`config.mk`:
```
export PLATFORM = sky130hd
export DESIGN_NAME = tdm_demux_1to4
export DESIGN_NICKNAME = d
export VERILOG_FILES = /design/src/rtl/tdm_pkg.sv /design/src/rtl/tdm_slot_counter.sv /design/src/rtl/tdm_demux_1to4.sv
export SDC_FILE = /design/constraint.sdc
export NUM_CORES = 1
export LEC_CHECK = 0
export ABC_AREA = 1
export CAP_MARGIN = 0
export CORE_MARGIN = 2
export CORE_UTILIZATION = 44
export CTS_BUF_LIST = sky130_fd_sc_hd__clkbuf_8
export CTS_CLUSTER_DIAMETER = 50
export DETAILED_ROUTE_END_ITERATION = 8
export PLACE_DENSITY = 0.75
export SETUP_SLACK_MARGIN = 0.1
export SKIP_LAST_GASP = 1
export SYNTH_ARGS = -nofsm -noshare
export SYNTH_HDL_FRONTEND = slang
export SYNTH_HIERARCHICAL = 1
export SYNTH_SLANG_ARGS = --single-unit
```
`constraint.sdc`:
```
create_clock -name clk -period 1.1 [get_ports clk]
set_input_delay 0.22 -clock clk [delete_from_list [all_inputs] [get_ports clk]]
set_output_delay 0.22 -clock clk [all_outputs]
set_load 0.01 [all_outputs]
```
`src/rtl/tdm_pkg.sv`:
```
// Shared types and constants for the 4-slot TDM receive path.
package tdm_pkg;

    localparam int NUM_SLOTS = 4;

    typedef logic [1:0] slot_idx_t;

    typedef enum logic {
        HUNT   = 1'b0,
        LOCKED = 1'b1
    } state_t;

    localparam slot_idx_t SLOT_A = 2'd0;
    localparam slot_idx_t SLOT_B = 2'd1;
    localparam slot_idx_t SLOT_C = 2'd2;
    localparam slot_idx_t SLOT_D = 2'd3;

endpackage

```
`src/rtl/tdm_slot_counter.sv`:
```
// Mod-4 slot position counter; clear wins over load-to-1, which wins over increment.
module tdm_slot_counter
    import tdm_pkg::*;
(
    input  logic       clk,
    input  logic       rst_n,
    input  logic       i_clear,
    input  logic       i_load1,
    input  logic       i_inc,
    output logic [1:0] o_slot
);

    slot_idx_t r_slot;

    always_ff @(posedge clk or negedge rst_n) begin
        if (!rst_n) begin
            r_slot <= SLOT_A;
        end else if (i_clear) begin
            r_slot <= SLOT_A;
        end else if (i_load1) begin
            r_slot <= SLOT_B;
        end else if (i_inc) begin
            r_slot <= r_slot + 2'd1;
        end
    end

    assign o_slot = r_slot;

endmodule

```
`src/rtl/tdm_demux_1to4.sv`:
```
// Recovers four channels from a TDM beat stream aligned by a start-of-frame strobe,
// publishing one parallel word per channel each complete frame.
module tdm_demux_1to4
    import tdm_pkg::*;
#(
    parameter int WIDTH      = 1,
    parameter bit SOF_STRICT = 1'b1
) (
    input  logic             clk,
    input  logic             rst_n,
    input  logic [WIDTH-1:0] din,
    input  logic             din_valid,
    input  logic             sof,
    output logic [WIDTH-1:0] y_a,
    output logic [WIDTH-1:0] y_b,
    output logic [WIDTH-1:0] y_c,
    output logic [WIDTH-1:0] y_d,
    output logic             frame_valid,
    output logic             locked,
    output logic             sync_err,
    output logic [1:0]       slot
);

    state_t           r_state;
    logic [WIDTH-1:0] r_shadow [0:NUM_SLOTS-2];
    logic [WIDTH-1:0] r_yA, r_yB, r_yC, r_yD;
    logic             r_frameValid;
    logic             r_syncErr;

    slot_idx_t w_slot;
    logic      w_enter;
    logic      w_early;
    logic      w_strictErr;
    logic      w_accept;
    logic      w_frameDone;

    // Early sof takes priority over normal acceptance; slot-0 beats without sof only fault in strict mode.
    always_comb begin
        w_enter     = din_valid && sof && (r_state == HUNT);
        w_early     = din_valid && sof && (r_state == LOCKED) && (w_slot != SLOT_A);
        w_strictErr = SOF_STRICT && din_valid && !sof && (r_state == LOCKED) && (w_slot == SLOT_A);
        w_accept    = din_valid && (r_state == LOCKED) && !w_early && !w_strictErr;
        w_frameDone = w_accept && (w_slot == SLOT_D);
    end

    tdm_slot_counter u_slotCounter (
        .clk     (clk),
        .rst_n   (rst_n),
        .i_clear (w_strictErr),
        .i_load1 (w_enter || w_early),
        .i_inc   (w_accept),
        .o_slot  (w_slot)
    );

    always_ff @(posedge clk or negedge rst_n) begin
        if (!rst_n) begin
            r_state <= HUNT;
        end else if (w_enter) begin
            r_state <= LOCKED;
        end else if (w_strictErr) begin
            r_state <= HUNT;
        end
    end

    // The slot-3 beat bypasses the shadow and goes straight to y_d.
    always_ff @(posedge clk or negedge rst_n) begin
        if (!rst_n) begin
            for (int i = 0; i < NUM_SLOTS - 1; i++) begin
                r_shadow[i] <= '0;
            end
        end else begin
            for (int i = 0; i < NUM_SLOTS - 1; i++) begin
                if ((i == 0) && (w_enter || w_early)) begin
                    r_shadow[i] <= din;
                end else if (w_accept && (w_slot == slot_idx_t'(i))) begin
                    r_shadow[i] <= din;
                end
            end
        end
    end

    always_ff @(posedge clk or negedge rst_n) begin
        if (!rst_n) begin
            r_yA         <= '0;
            r_yB         <= '0;
            r_yC         <= '0;
            r_yD         <= '0;
            r_frameValid <= 1'b0;
            r_syncErr    <= 1'b0;
        end else begin
            r_frameValid <= w_frameDone;
            r_syncErr    <= w_early || w_strictErr;
            if (w_frameDone) begin
                r_yA <= r_shadow[0];
                r_yB <= r_shadow[1];
                r_yC <= r_shadow[2];
                r_yD <= din;
            end
        end
    end

    assign y_a         = r_yA;
    assign y_b         = r_yB;
    assign y_c         = r_yC;
    assign y_d         = r_yD;
    assign frame_valid = r_frameValid;
    assign sync_err    = r_syncErr;
    assign locked      = (r_state == LOCKED);
    assign slot        = w_slot;

endmodule

```
# Yosys cells after proc, flatten, opt, wreduce, memory -nomap -nowiden
# Index checks and enable logic that the tools add are counted.
# op_classes
add_sub_neg	1
n_eq_ne	3
n_mux	7
n_bitwise	1
reduce_logical	24
# op_table
op	count
logical AND 1 bit	14
two-way mux 2 bit	3
nonzero test 2 bit	3
== test 2 bit, second input constant	2
two-way mux 1 bit	4
logical NOT 1 bit	3
nonzero test 3 bit	1
adder 2 x 1 -> 2 bit, second input constant	1
== test 2 x 1 -> 1 bit, second input constant	1
logical NOT 2 bit	1
logical OR 1 bit	2
NOT 1 bit	1
# word_totals
reg_bits	12
in_bits	5
out_inout_bits	9
elab_cells	47

# Logic depth before layout (Yosys ltp)
# depth
depth_word	9
mapped_depth	8
mapped_depth_nobuf	8

# Cells and area by module
# The synthesis kept the hierarchy.
# by_module_without_submodules
module	instances	cells_each	area_each_um2	seq_area_each_um2
tdm_demux_1to4	1	57	471.7	250.2
tdm_slot_counter	1	14	100.1	50.0

# Worst setup path after synthesis
# Ideal clock, no wire load.
# synth_path
kind	register -> register
from	register u_slotCounter.r_slot[0] (netlist: u_slotCounter/o_slot[0])
to	register u_slotCounter.r_slot[0] (netlist: u_slotCounter/o_slot[0])
setup_time_ps	117
arrival_ps	1161
t_required_ps	983
setup_slack_ps	-178
stages_incl_launch_ff	9
path_buffers	0
period_less_slack_ps	1278
path_cell_list	dfrtp_1 -> nor2_1 -> inv_1 -> nor2_2 -> nor2_1 -> inv_1 -> nand2_1 -> nand2_1 -> nand2_1
# synth_via
word_cells_on_any_way	14
classes_between	add/sub (1); mux (3); reduce/logical (10)
# synth_lines
item	line	source
from (decl)	tdm_slot_counter.sv:13	slot_idx_t r_slot;
from (signal assigned)	tdm_slot_counter.sv:23	r_slot <= r_slot + 2'd1;
logical NOT 2 bit	tdm_demux_1to4.sv:41	w_strictErr = SOF_STRICT && din_valid && !sof && (r_state == LOCKED) && (w_slot == SLOT_A);
logical AND 1 bit	tdm_demux_1to4.sv:41	
via w_strictErr	tdm_demux_1to4.sv:33	logic w_strictErr;
logical NOT 1 bit	tdm_demux_1to4.sv:42	w_accept = din_valid && (r_state == LOCKED) && !w_early && !w_strictErr;
logical AND 1 bit	tdm_demux_1to4.sv:42	
via w_accept	tdm_demux_1to4.sv:34	logic w_accept;
nonzero test 3 bit (no source line)	--	
# The timed path passes the listed nets, and every way through them passes these cells. The select of a mux whose other input is x is not followed.
# A chain may end at the register's enable or synchronous reset.

# Worst setup path after layout
# Same ends and word-level chain as after synthesis.

==> flow_summary.yaml <==
status:
  outcome: "finished with violations"
  violations: "setup timing"
synthesis:
  synth.most_common_cell: "nand2_1"
  seq_area_frac_synth_pct: 52.5
  syn_area_um2: 572
  syn_nets: 76
  synthTopCellsByCount: "23 x nand2_1, 12 x dfrtp_1, 10 x nand3_1"
  synthDistinctLibCells: 13
  synth_cells: 71
  yosys.area.top_type: "dfrtp_1"
  yosys_warnings: 6
  synth-seq-cells: 12
  synth-edff-count: 0
  synthTopCellsByArea: "dfrtp_1 53%, nand2_1 15%, nand3_1 8.8%"
  avgSynthCellArea_um2: 8.05
  ys.flop_type: "dfrtp_1"
  synth_top_area_share_pct: 52.5
  async_flop_share_pct: 100
place:
  dpl_cell_area_um2: 826
  dp_slack_ns: -0.420
  io_buffers: 13
  dp_hpwl_um: 896
  gp_congestion: 0.763
  post-place-cells: 109
timing:
  timing.final.ws_setup_ns: -0.112
  finalClockSkew_ns: 0.00679
  fin_crit_ns: 1.21
  fin_setup_tns_ns: -0.376
  drv_slew: 0
  hold_violations: 0
  fmax_mhz: 825
  relSlewSlack_pct: 84.9
  rsz0062_at_grt: "yes"
  worstMarginPinSlew_ns: 0.226
  post-route-period-util_pct: 110
  setup_viol: 10
clock_tree:
  cts_hold_buffers: 0
  clock_sinks: 12
  clockBufferDepth: 2
  cts_inserted_buffers: 3
  clk_latency_ns: 0.24
  h-tree-depth: 1
  clk_pin_slew_ns: 0.05
  clock-root-buffer: "clkbuf_8"
  tritoncts: "done"
finish:
  antenna_cells: 0
  seq_area_um2: 304
  finish.utilization_pct: 84.6
  area_growth_pct: 71.1
  fillerInstances: 62
  finalNetCount: 111
  instances_no_fill: 119
  multi_input_area_um2: 330
  final_cell_area_um2: 978
  layout-drive-gt1-share_pct: 50.5
critical_path:
  cp.arrival_ns: 1.34
  critPathKind: "reg2reg"
  crit_required_ns: 1.23
  cp-start-kind: "flip-flop"
  crit_path_max_fanout: 4
  cp-end-kind: "flip-flop"
global_routing:
  grt_max_degree: 13
  grt_usage_pct: 21.0
  antenna_found_initial: 0
  grt_remaining_overflow: 0
  grt_first_pass_wirelength_um: 2190
  grt_pass1_vias: 543
routing:
  drcViolationCount: 0
  routedWlPerCell_um: 12.1
  vias: 595
  viasPerCell: 5.00
  antenna_left: 0
  drt_iter0_markers: 11
  first_pass_iters: 4
  wl_um: 1450
power_and_ir_drop:
  cell_internal_pwr_mw: 1.56
  combPwrFrac_pct: 55.0
  switchingPower_uw: 942
  ir_worst_vdd_uv: 1770
  p_leak_nw: 0.528
  pwr-share-seq_pct: 29.5
  clkPwrFrac_pct: 15.5
  sw_frac_of_total_pct: 37.6
  power_density_mw_per_mm2: 2560
min_path:
  min_path_type: "in2async"
die:
  die_w_um: 40.1
  std_cell_rows: 12
  initial_utilization_pct: 49.5
  io_pins: 14
  coreArea_mm2: 0.00116
  die_area_mm2: 0.00160
  die_y_um: 40.1
job:
  max-cap-violations: 0
worst paths after layout:
| check | startpoint | to | slack, ns | cells past startpoint |
|---|---|---|---|---|
| max | u_slotCounter/o_slot[0] | u_slotCounter/o_slot[0] | -0.11 | 8 |
| min | rst_n | y_c | 0.29 | 2 |
| max reg2reg | u_slotCounter/o_slot[0] | u_slotCounter/o_slot[0] | -0.11 | 8 |
| min reg2reg | y_c | y_c | 0.47 | 2 |
| max in group asynchronous | rst_n | locked | 0.64 | 2 |
| min in group clk | y_c | y_c | 0.47 | 2 |
cell type report:
type	count	share of cell area, %
multi-input combinational	51	33.8
sequential	12	31.1
timing repair buffer	29	25.3
clock buffer	3	4.22
inverter	9	3.45
tap	14	1.79
clock inverter	1	0.384
cell usage in the layout (no fill, tap or decap), drive strengths merged:
master | Yosys | layout
a21oi | 3 | 3
dlygate4sd2 | 0 | 2
nand3 | 10 | 10
dfrtp | 12 | 12
o21ai | 1 | 1
nor2 | 10 | 11
clkbuf | 0 | 3
inv | 9 | 10
clkdlybuf4s50 | 0 | 2
o21bai | 1 | 1
nand2 | 25 | 25
buf | 0 | 25
cell families after synthesis:
logic type | Yosys count | share of synthesized area, %
AO/OA/AOI/OAI | 5 | 4.81
flip-flops | 12 | 52.5
buffers and inverters | 9 | 5.91
AND/OR/NAND/NOR | 45 | 36.8
metal layers:
layer  track usage (%)  vias to the layer above  wire [µm]
li1                  -                      291          -
met1              23.5                      289        583
met2              36.7                       13        784
met3              3.33                        2         62
met4              12.9                        0         14
met5                 0                        -          0
power by group through the flow:
stage	logic (mW)	clock network (mW)	registers [mW]
6_report	1.38	0.389	0.739
5_1_grt	1.49	0.433	0.758
4_1_cts	1.11	0.398	0.731
3_5_place_dp	1.04	0	0.734
3_3_place_gp	1.01	0	0.732
2_1_floorplan	0.402	0	0.823
metrics by stage:
| step | hold WS (ns) | power (mW) |
|---|---|---|
| 2_1_floorplan | -0.0756 | 1.22 |
| 3_3_place_gp | 0.453 | 1.74 |
| 3_5_place_dp | 0.458 | 1.77 |
| 4_1_cts | 0.290 | 2.24 |
| 5_1_grt | 0.302 | 2.69 |
| 6_report | 0.289 | 2.51 |
worst max-delay path, cell delays in order (launching register included):
cell and delay, ns:
dfrtp_2 0.43, nor2_4 0.17, inv_2 0.08, nor2_4 0.15, nor2_4 0.06, inv_2 0.05
nand2_1 0.05, nand2_1 0.06, nand2_1 0.05
repair_timing:
item / in CTS / in global routing
cloned: 1 / 0
resized for setup: 47 / 18
endpoints found under the setup margin: 21 / 14
buffers inserted: 3 / 3
pin swaps: 5 / 7
registers in the layout, indices dropped and copies added (netlist names):
signal and count:
sync_err 1, y_c 1, frame_valid 1, y_b 1, u_slotCounter/o_slot 2, r_shadow 3
y_a 1, locked 1, y_d 1
Note: power is estimated with default switching activity, not from simulation.
